===== src/rtl/arb8_encoder_ctrl.sv =====
// Eight-way round-robin arbiter with registered one-hot grant and 3-bit encoded index.
// Optional forced release after MAX_HOLD grant cycles when ARB_TIMEOUT_EN is defined.
module arb8_encoder_ctrl #(
  parameter int unsigned MAX_HOLD = 16
) (
  input  logic       clk,
  input  logic       resetn,
  input  logic [7:0] req,
  output logic [7:0] gnt,
  output logic [2:0] gnt_id,
  output logic       gnt_valid,
  output logic       timeout
);

  typedef enum logic {IDLE, GRANT} state_t;

  if (MAX_HOLD < 2 || MAX_HOLD > 255) begin : g_bad_max_hold
    $error("MAX_HOLD must be in 2..255");
  end

  state_t     r_state, w_nxt_state;
  logic [2:0] r_ptr, w_nxt_ptr;
  logic [2:0] r_cur_id, w_nxt_cur_id;
  logic [7:0] r_gnt, w_nxt_gnt;
  logic [2:0] r_gnt_id, w_nxt_gnt_id;
  logic       r_gnt_valid, w_nxt_gnt_valid;
  logic       w_found;
  logic [2:0] w_sel;
`ifdef ARB_TIMEOUT_EN
  logic [7:0] r_hold_cnt, w_nxt_hold_cnt;
  logic       r_timeout, w_nxt_timeout;
`endif

  function automatic logic [2:0] enc8to3(input logic [7:0] onehot);
    logic [2:0] id;
    id = '0;
    for (int unsigned i = 0; i < 8; i++) begin
      if (onehot[i]) id = id | 3'(i);
    end
    return id;
  endfunction

  // First set request at or after r_ptr, wrapping modulo 8.
  always_comb begin
    logic [2:0] idx;
    w_found = 1'b0;
    w_sel   = '0;
    idx     = '0;
    for (int unsigned k = 0; k < 8; k++) begin
      idx = r_ptr + 3'(k);
      if (!w_found && req[idx]) begin
        w_found = 1'b1;
        w_sel   = idx;
      end
    end
  end

  always_comb begin
    w_nxt_state     = r_state;
    w_nxt_ptr       = r_ptr;
    w_nxt_cur_id    = r_cur_id;
    w_nxt_gnt       = r_gnt;
    w_nxt_gnt_valid = r_gnt_valid;
`ifdef ARB_TIMEOUT_EN
    w_nxt_hold_cnt  = r_hold_cnt;
    w_nxt_timeout   = 1'b0;
`endif
    unique case (r_state)
      IDLE: begin
        if (w_found) begin
          w_nxt_state     = GRANT;
          w_nxt_cur_id    = w_sel;
          w_nxt_gnt       = 8'b1 << w_sel;
          w_nxt_gnt_valid = 1'b1;
`ifdef ARB_TIMEOUT_EN
          w_nxt_hold_cnt  = '0;
`endif
        end
      end
      GRANT: begin
        if (!req[r_cur_id]) begin
          w_nxt_state     = IDLE;
          w_nxt_gnt       = '0;
          w_nxt_gnt_valid = 1'b0;
          w_nxt_ptr       = r_cur_id + 3'd1;
        end
`ifdef ARB_TIMEOUT_EN
        // Voluntary release is checked first so it never reports a timeout.
        else if (r_hold_cnt == 8'(MAX_HOLD - 1)) begin
          w_nxt_state     = IDLE;
          w_nxt_gnt       = '0;
          w_nxt_gnt_valid = 1'b0;
          w_nxt_ptr       = r_cur_id + 3'd1;
          w_nxt_timeout   = 1'b1;
        end else begin
          w_nxt_hold_cnt  = r_hold_cnt + 8'd1;
        end
`endif
      end
      default: w_nxt_state = IDLE;
    endcase
    w_nxt_gnt_id = enc8to3(w_nxt_gnt);
  end

  always_ff @(posedge clk or negedge resetn) begin
    if (!resetn) begin
      r_state     <= IDLE;
      r_ptr       <= '0;
      r_cur_id    <= '0;
      r_gnt       <= '0;
      r_gnt_id    <= '0;
      r_gnt_valid <= 1'b0;
`ifdef ARB_TIMEOUT_EN
      r_hold_cnt  <= '0;
      r_timeout   <= 1'b0;
`endif
    end else begin
      r_state     <= w_nxt_state;
      r_ptr       <= w_nxt_ptr;
      r_cur_id    <= w_nxt_cur_id;
      r_gnt       <= w_nxt_gnt;
      r_gnt_id    <= w_nxt_gnt_id;
      r_gnt_valid <= w_nxt_gnt_valid;
`ifdef ARB_TIMEOUT_EN
      r_hold_cnt  <= w_nxt_hold_cnt;
      r_timeout   <= w_nxt_timeout;
`endif
    end
  end

  assign gnt       = r_gnt;
  assign gnt_id    = r_gnt_id;
  assign gnt_valid = r_gnt_valid;
`ifdef ARB_TIMEOUT_EN
  assign timeout   = r_timeout;
`else
  assign timeout   = 1'b0;
`endif

endmodule


===== config.mk =====
export PLATFORM = sky130hd
export DESIGN_NAME = arb8_encoder_ctrl
export DESIGN_NICKNAME = d
export VERILOG_FILES = /design/src/rtl/arb8_encoder_ctrl.sv
export SDC_FILE = /design/constraint.sdc
export NUM_CORES = 1
export LEC_CHECK = 0
export CORE_ASPECT_RATIO = 1.4
export CORE_UTILIZATION = 35
export CTS_CLUSTER_SIZE = 20
export DETAILED_ROUTE_END_ITERATION = 7
export PLACE_DENSITY = 0.68
export SLEW_MARGIN = 20
export SYNTH_ARGS = -nofsm -noshare
export SYNTH_HDL_FRONTEND = slang
export SYNTH_SLANG_ARGS = --single-unit

===== constraint.sdc =====
create_clock -name clk -period 3 [get_ports clk]
set_input_delay 0.9 -clock clk [delete_from_list [all_inputs] [get_ports clk]]
set_output_delay 0.9 -clock clk [all_outputs]
set_load 0.02 [all_outputs]

==> impl_metrics.tcl, run 1 <==
set metrics [dict create \
    grt_pass1_wl_mm 8.25 \
    period_needed_ns 3.00 \
    num_io_pins 23 \
    ys_seq_area_share_pct 26.9 \
    coreArea_mm2 0.00484 \
    dr.pass1.iters 4 \
    cts_sinks 19 \
    drc 0 \
    cpMaxStageDelayCell "or4_4" \
    area_growth_pct 48.0 \
    cp-start-kind "input port" \
    setup_viol 0 \
    regToRegSetupSlack_ns 0.07 \
    h-tree-depth 1 \
    drv_cap 0 \
    hold_viol 0 \
    rsz0062_at_grt "yes" \
    worstHoldPathCells 2 \
    worstMarginPinSlew_ns 0.839 \
    hp-start "gnt[0]" \
    use_met2_pct 36.7 \
    seqCellArea_um2 475 \
    ys_types 53 \
    whs_endpoint "gnt[0]" \
    synthMuxAreaShare_pct 25.5 \
    synth_fp_nets 184 \
    die_w_um 62.1 \
    yosys.area_share.simple_pct 12.3 \
    timing.fmax_mhz 334 \
    routed_wl_mm 5.37 \
    drtIter0Drc 58 \
    synth_xor_area_share_pct 2.48 \
    vias 1780 \
    multi_input_area_mm2 0.00131 \
    r2r_end "gnt[3]" \
    fin_crit_sh_pct 99.9 \
    cts_buffers 3 \
    status "completed" \
    grt_max_degree 20 \
    cts_buffer_depth 2 \
    grtUsageTotal_pct 20.8 \
    hp-class "flop to flop" \
    row_count 30 \
    die_y_um 86.1 \
    place_ws_ns -0.756 \
    n_fill_cell 402 \
    slew_headroom_pct 43.9 \
    async_flop_share_pct 100 \
    cp.buffers_inverters 1 \
    synth-seq-cells 19 \
    avgSynthCellArea_um2 10.3 \
    synth-compound-area-share_pct 25.4 \
    cpPeakStageDelay_ns 0.59 \
    place_congestion 0.864 \
    vias_per_cell 5.82 \
    setup_ws_ns 0.00294 \
    layout.nets 256 \
    grt_most_used_layer "met2" \
    regToRegStartpoint "r_ptr[0]" \
    worstSkewPairLatency_ns 0.25 \
    io_buffers 21 \
    slew_viol_final 0 \
    antenna_found_initial 0 \
    cp_data_required_time_ns 3.14 \
    first_global_vias 1830 \
    synth_top_family_by_area "multiplexers" \
    cts.clk_slew.worst_paths_ns 0.07 \
    critPathMaxFanout 5 \
    crit_family "compound AO/OA/AOI/OAI gates" \
    die-area_mm2 0.00535 \
    ys.flop_type "dfrtp_1" \
    grt.met3_usage_pct 1.21 \
    synth_edf_count 0 \
    drive_gt1_share_pct 47.5 \
    cp-startpoint "req[2]" \
    routedWlPerCell_um 17.5 \
    grt_overflow 0 \
    yosys_warnings 0 \
    start_util_pct 36.5 \
    cp-end-kind "flop" \
    syn_area_mm2 0.00177 \
    clockRootBuffer "clkbuf_8" \
    grtUsageMet1_pct 23.3 \
    dp_hpwl_mm 3.90 \
    crit_chain "buf_8 -> mux4_2 -> or4_4 -> a211o_1 -> o21ai_2 -> a31oi_2 -> o22a_4 -> o41ai_2" \
    synthAdderAreaFrac_pct 2.12 \
    syn_inst 171 \
    reg2regPathDepth 8 \
    cts_tree "built" \
    worstSetupPathType "input port to flop" \
    cts_hold_buf 0 \
    antenna_cells 0 \
    fin_skew_ns 0.00614 \
    ant_nets 0 \
    critPathArrivalTime_ns 3.14 \
]
==> layout by cell type (no fill, tap or decap), types with 2 or more instances in the layout <==
master	netlist	final
mux2_4	0	2
inv_1	6	6
nand2_2	1	2
buf_4	2	50
xnor2_1	4	4
mux4_2	13	13
mux2i_1	8	6
a211o_1	3	2
nor2_1	7	4
dfrtp_1	19	19
mux2i_2	0	2
nor3_1	4	3
nand2_1	16	15
buf_8	0	2
nor2_2	0	3
ha_1	3	2
or4_4	2	2
o21ai_2	1	2
o21ai_0	8	7
a21oi_2	0	3
a22oi_1	2	2
or3b_1	2	2
a21o_1	2	2
o41ai_2	2	4
o41ai_1	4	2
a21oi_1	9	6
o22ai_1	2	2
or2_2	2	2
o211ai_1	2	2
o21ai_1	3	3
o221ai_1	2	2
a32o_1	5	5
mux2_2	5	3
clkdlybuf4s50_1	0	13
clkbuf_8	0	3
buf_6	2	11
nand3b_1	2	2
==> cells by family after synthesis <==
kind of cell	Yosys count
AOI/OAI and AO/OA	57
and+or+nand+nor	42
muxes	27
DFF	19
buffers and inverters	17
xor gates and xnor gates	5
adders and majority gates	3
other	1
==> cell usage after synthesis, types with 3 or more instances <==
cell       n  area share, %
a211o_1    3            1.5
a21oi_1    9            2.5
a32o_1     5            2.8
buf_2      3           0.85
clkbuf_1   3           0.64
dfrtp_1   19             27
ha_1       3            2.1
inv_1      6            1.3
mux2_2     5            3.2
mux2i_1    8            4.5
mux4_2    13             17
nand2_1   16            3.4
nor2_1     7            1.5
nor3_1     4            1.1
o21ai_0    8            2.3
o21ai_1    3           0.85
o41ai_1    4            2.0
xnor2_1    4            2.0
==> how the worst max path moves through the flow <==
stage,to,slack [ns],cells past startpoint
after floorplan,gnt[1],0.005,12
after global placement,gnt[7],-0.70,9
after detailed placement,gnt[0],-0.76,9
after CTS,gnt[0],-0.01,8
after global routing,gnt[3],-0.04,8
final,gnt[3],0.003,8
==> layer usage <==
layer	part of all wire (%)	vias up
li1	-	818
met1	38	865
met2	53	71
met3	4.1	26
met4	4.7	0
met5	0	-
==> per-stage QoR <==
stage	utilization (%)	TNS [ns]	instances	instance area (µm²)	hold slack, ns
floorplan	-	0	171	1800	0.514
global placement	48.7	-9.10	292	2360	0.485
detailed placement	48.7	-9.71	292	2360	0.496
CTS	52.2	-0.00962	303	2530	0.511
global route	54.1	-0.0821	306	2620	0.533
finish	54.1	0	306	2620	0.505
==> state kept, by name, summed over array words and instances, names as in the netlist <==
name	cells
gnt	8
gnt_id	3
r_cur_id	3
r_ptr	3
gnt_valid	1
r_state	1
==> worst min-delay path, cell delays in order, from the launching register on <==
cell and delay (ns):
dfrtp_1 0.35, nand2_1 0.07, o41ai_2 0.05
==> cell type report <==
| class | instances | share of cell area, % |
|---|---|---|
| Sequential cell | 19 | 18.2 |
| Clock buffer | 4 | 1.72 |
| Inverter | 7 | 1.10 |
| Timing Repair Buffer | 77 | 25.9 |
| Tap cell | 64 | 3.06 |
| Multi-Input combinational cell | 135 | 50.0 |
==> repair_timing <==
item | CTS | global route
setup endpoints to repair | 16 | 10
buffers inserted | 7 | 3
gates resized for setup | 56 | 17
gates cloned | 0 | 0
pin swaps | 11 | 15
Power of run 1 is left out: the tool's default activity adds up to more than one toggle a clock period on the data nets, which glitch-free logic cannot reach.
==> run 2, diff against run 1 <==
--- a/config.mk
+++ b/config.mk
@@ -6,6 +6,7 @@
 export NUM_CORES = 1
 export LEC_CHECK = 0
 export CORE_ASPECT_RATIO = 1.4
+export CORE_MARGIN = 2
 export CORE_UTILIZATION = 35
 export CTS_CLUSTER_SIZE = 20
 export DETAILED_ROUTE_END_ITERATION = 7
==> run 2 against run 1 <==
The flow now finishes with violations (negative setup slack). Hold slack worse by 0.0077 ns. Die area up 5.6%. Register-to-register slack worse by 0.03 ns. First-iteration DRC count down 10%. Maximum frequency down 0.24%. Critical path type unchanged.
==> impl_metrics.tcl, run 2 (synthesized netlist as in run 1, its figures left out) <==
set metrics [dict create \
    start_util_pct 36.5 \
    antenna_cells 0 \
    crit_chain "buf_8 -> mux4_2 -> or4_4 -> a211o_1 -> o21ai_2 -> a31oi_4 -> o22a_4 -> a32o_1" \
    reg2regPathDepth 11 \
    cts_buffer_depth 2 \
    coreArea_mm2 0.00484 \
    rsz0062_at_grt "yes" \
    r2r_end "gnt[1]" \
    cts_tree "built" \
    dp_hpwl_mm 3.93 \
    critPathArrivalTime_ns 3.14 \
    worstMarginPinSlew_ns 0.848 \
    place_ws_ns -0.732 \
    fin_skew_ns 0.00167 \
    hp-start "gnt[0]" \
    grt_max_degree 20 \
    slew_headroom_pct 43.3 \
    n_fill_cell 397 \
    cts_buffers 3 \
    status "complete, but fails checks" \
    critPathMaxFanout 5 \
    row_count 30 \
    cts_hold_buf 0 \
    cts_sinks 19 \
    setup_viol 2 \
    cts.clk_slew.worst_paths_ns 0.07 \
    first_global_vias 1771 \
    worstSetupPathType "input port to flop" \
    ant_nets 0 \
    die_w_um 64.1 \
    grtUsageTotal_pct 18.8 \
    area_growth_pct 53.0 \
    io_buffers 21 \
    drive_gt1_share_pct 49.2 \
    grt_overflow 0 \
    clockRootBuffer "clkbuf_8" \
    cpPeakStageDelay_ns 0.61 \
    layout.nets 262 \
    cp.buffers_inverters 1 \
    setup_ws_ns -0.00415 \
    largest_register_ffs 8 \
    antenna_found_initial 0 \
    drv_cap 0 \
    slew_viol_final 0 \
    worstSkewPairLatency_ns 0.25 \
    period_needed_ns 3.00 \
    vias 1768 \
    vias_per_cell 5.67 \
    place_congestion 0.899 \
    violations "negative setup slack" \
    drtIter0Drc 52 \
    layout_common_cells "buf_4, dfrtp_1, buf_6, nand2_1" \
    hold_viol 0 \
    cp_data_required_time_ns 3.14 \
    regToRegSetupSlack_ns 0.04 \
    cp-start-kind "input port" \
    drc 0 \
    final_common_cell "buf_4" \
    whs_endpoint "gnt[0]" \
    crit_family "compound AO/OA/AOI/OAI gates" \
    hp-class "flop to flop" \
    cpMaxStageDelayCell "or4_4" \
    dr.pass1.iters 4 \
    grt_pass1_wl_mm 8.46 \
    regToRegStartpoint "r_ptr[0]" \
    worstHoldPathCells 2 \
    die_y_um 88.1 \
    num_io_pins 23 \
    fin_crit_sh_pct 100 \
    die-area_mm2 0.00565 \
    routedWlPerCell_um 16.7 \
    routed_wl_mm 5.20 \
    cp-end-kind "flop" \
    timing.fmax_mhz 333 \
    h-tree-depth 1 \
]
-- run 2: cell count changes in the layout (fill, tap and decap cells not counted), sizes merged --
| cell | delta |
|---|---|
| buf | +6 |
-- run 2: worst max path at each step --
stage	from	end	slack, ns	cells past startpoint
final	req[6]	gnt[4]	-0.004	8
after global routing	req[6]	gnt[5]	-0.09	8
after CTS	req[6]	gnt[1]	-0.02	8
after detailed placement	req[7]	gnt[5]	-0.73	9
after global placement	req[7]	gnt[7]	-0.72	9
after floorplan	r_ptr[0]	gnt[1]	0.005	12
-- run 2: area by class of cell --
type	instances	area, µm²	area share (%)
repair buffers	83	751	27.7
flip-flops and latches	19	475	17.6
well taps	64	80.1	2.96
multi-input cells	135	1330	49.0
clock buffers	4	45.0	1.66
inverters	7	28.8	1.06
-- run 2: metal layers --
layer / wire length [µm] / GRT usage, % / share of wire [%]
met3: 141 / 1.29 / 2.7
met2: 2780 / 35.0 / 53
met5: 0 / 0 / 0
met4: 218 / 9.09 / 4.2
met1: 2060 / 21.8 / 40
-- run 2: metrics by stage --
stage               std cells  TNS (ns)  hold slack, ns  cell area [µm²]  util, %
global placement          296     -9.14           0.484             2390     49.3
finish                    312  -0.00488           0.497             2710     55.9
floorplan                 171         0           0.514             1800        -
CTS                       306   -0.0246           0.504             2530     52.2
global route              312    -0.601           0.523             2710     55.9
detailed placement        296     -9.38           0.490             2390     49.3
-- run 2: timing repair --
action | 4_1_cts | 5_1_grt
setup endpoints to repair | 16 | 11
setup buffers | 6 | 7
pin swaps | 10 | 14
gates cloned | 0 | 0
resized for setup | 50 | 32
-- run 2: worst reg2reg max path, delay by kind of cell (launching register included) --
family,cells,cell delay (ns)
fa+ha+maj,1,0.22
flops,1,0.43
mux,2,0.64
buf+inv,3,0.36
compound gates,5,1.21
Power of run 2 is left out for the same reason.
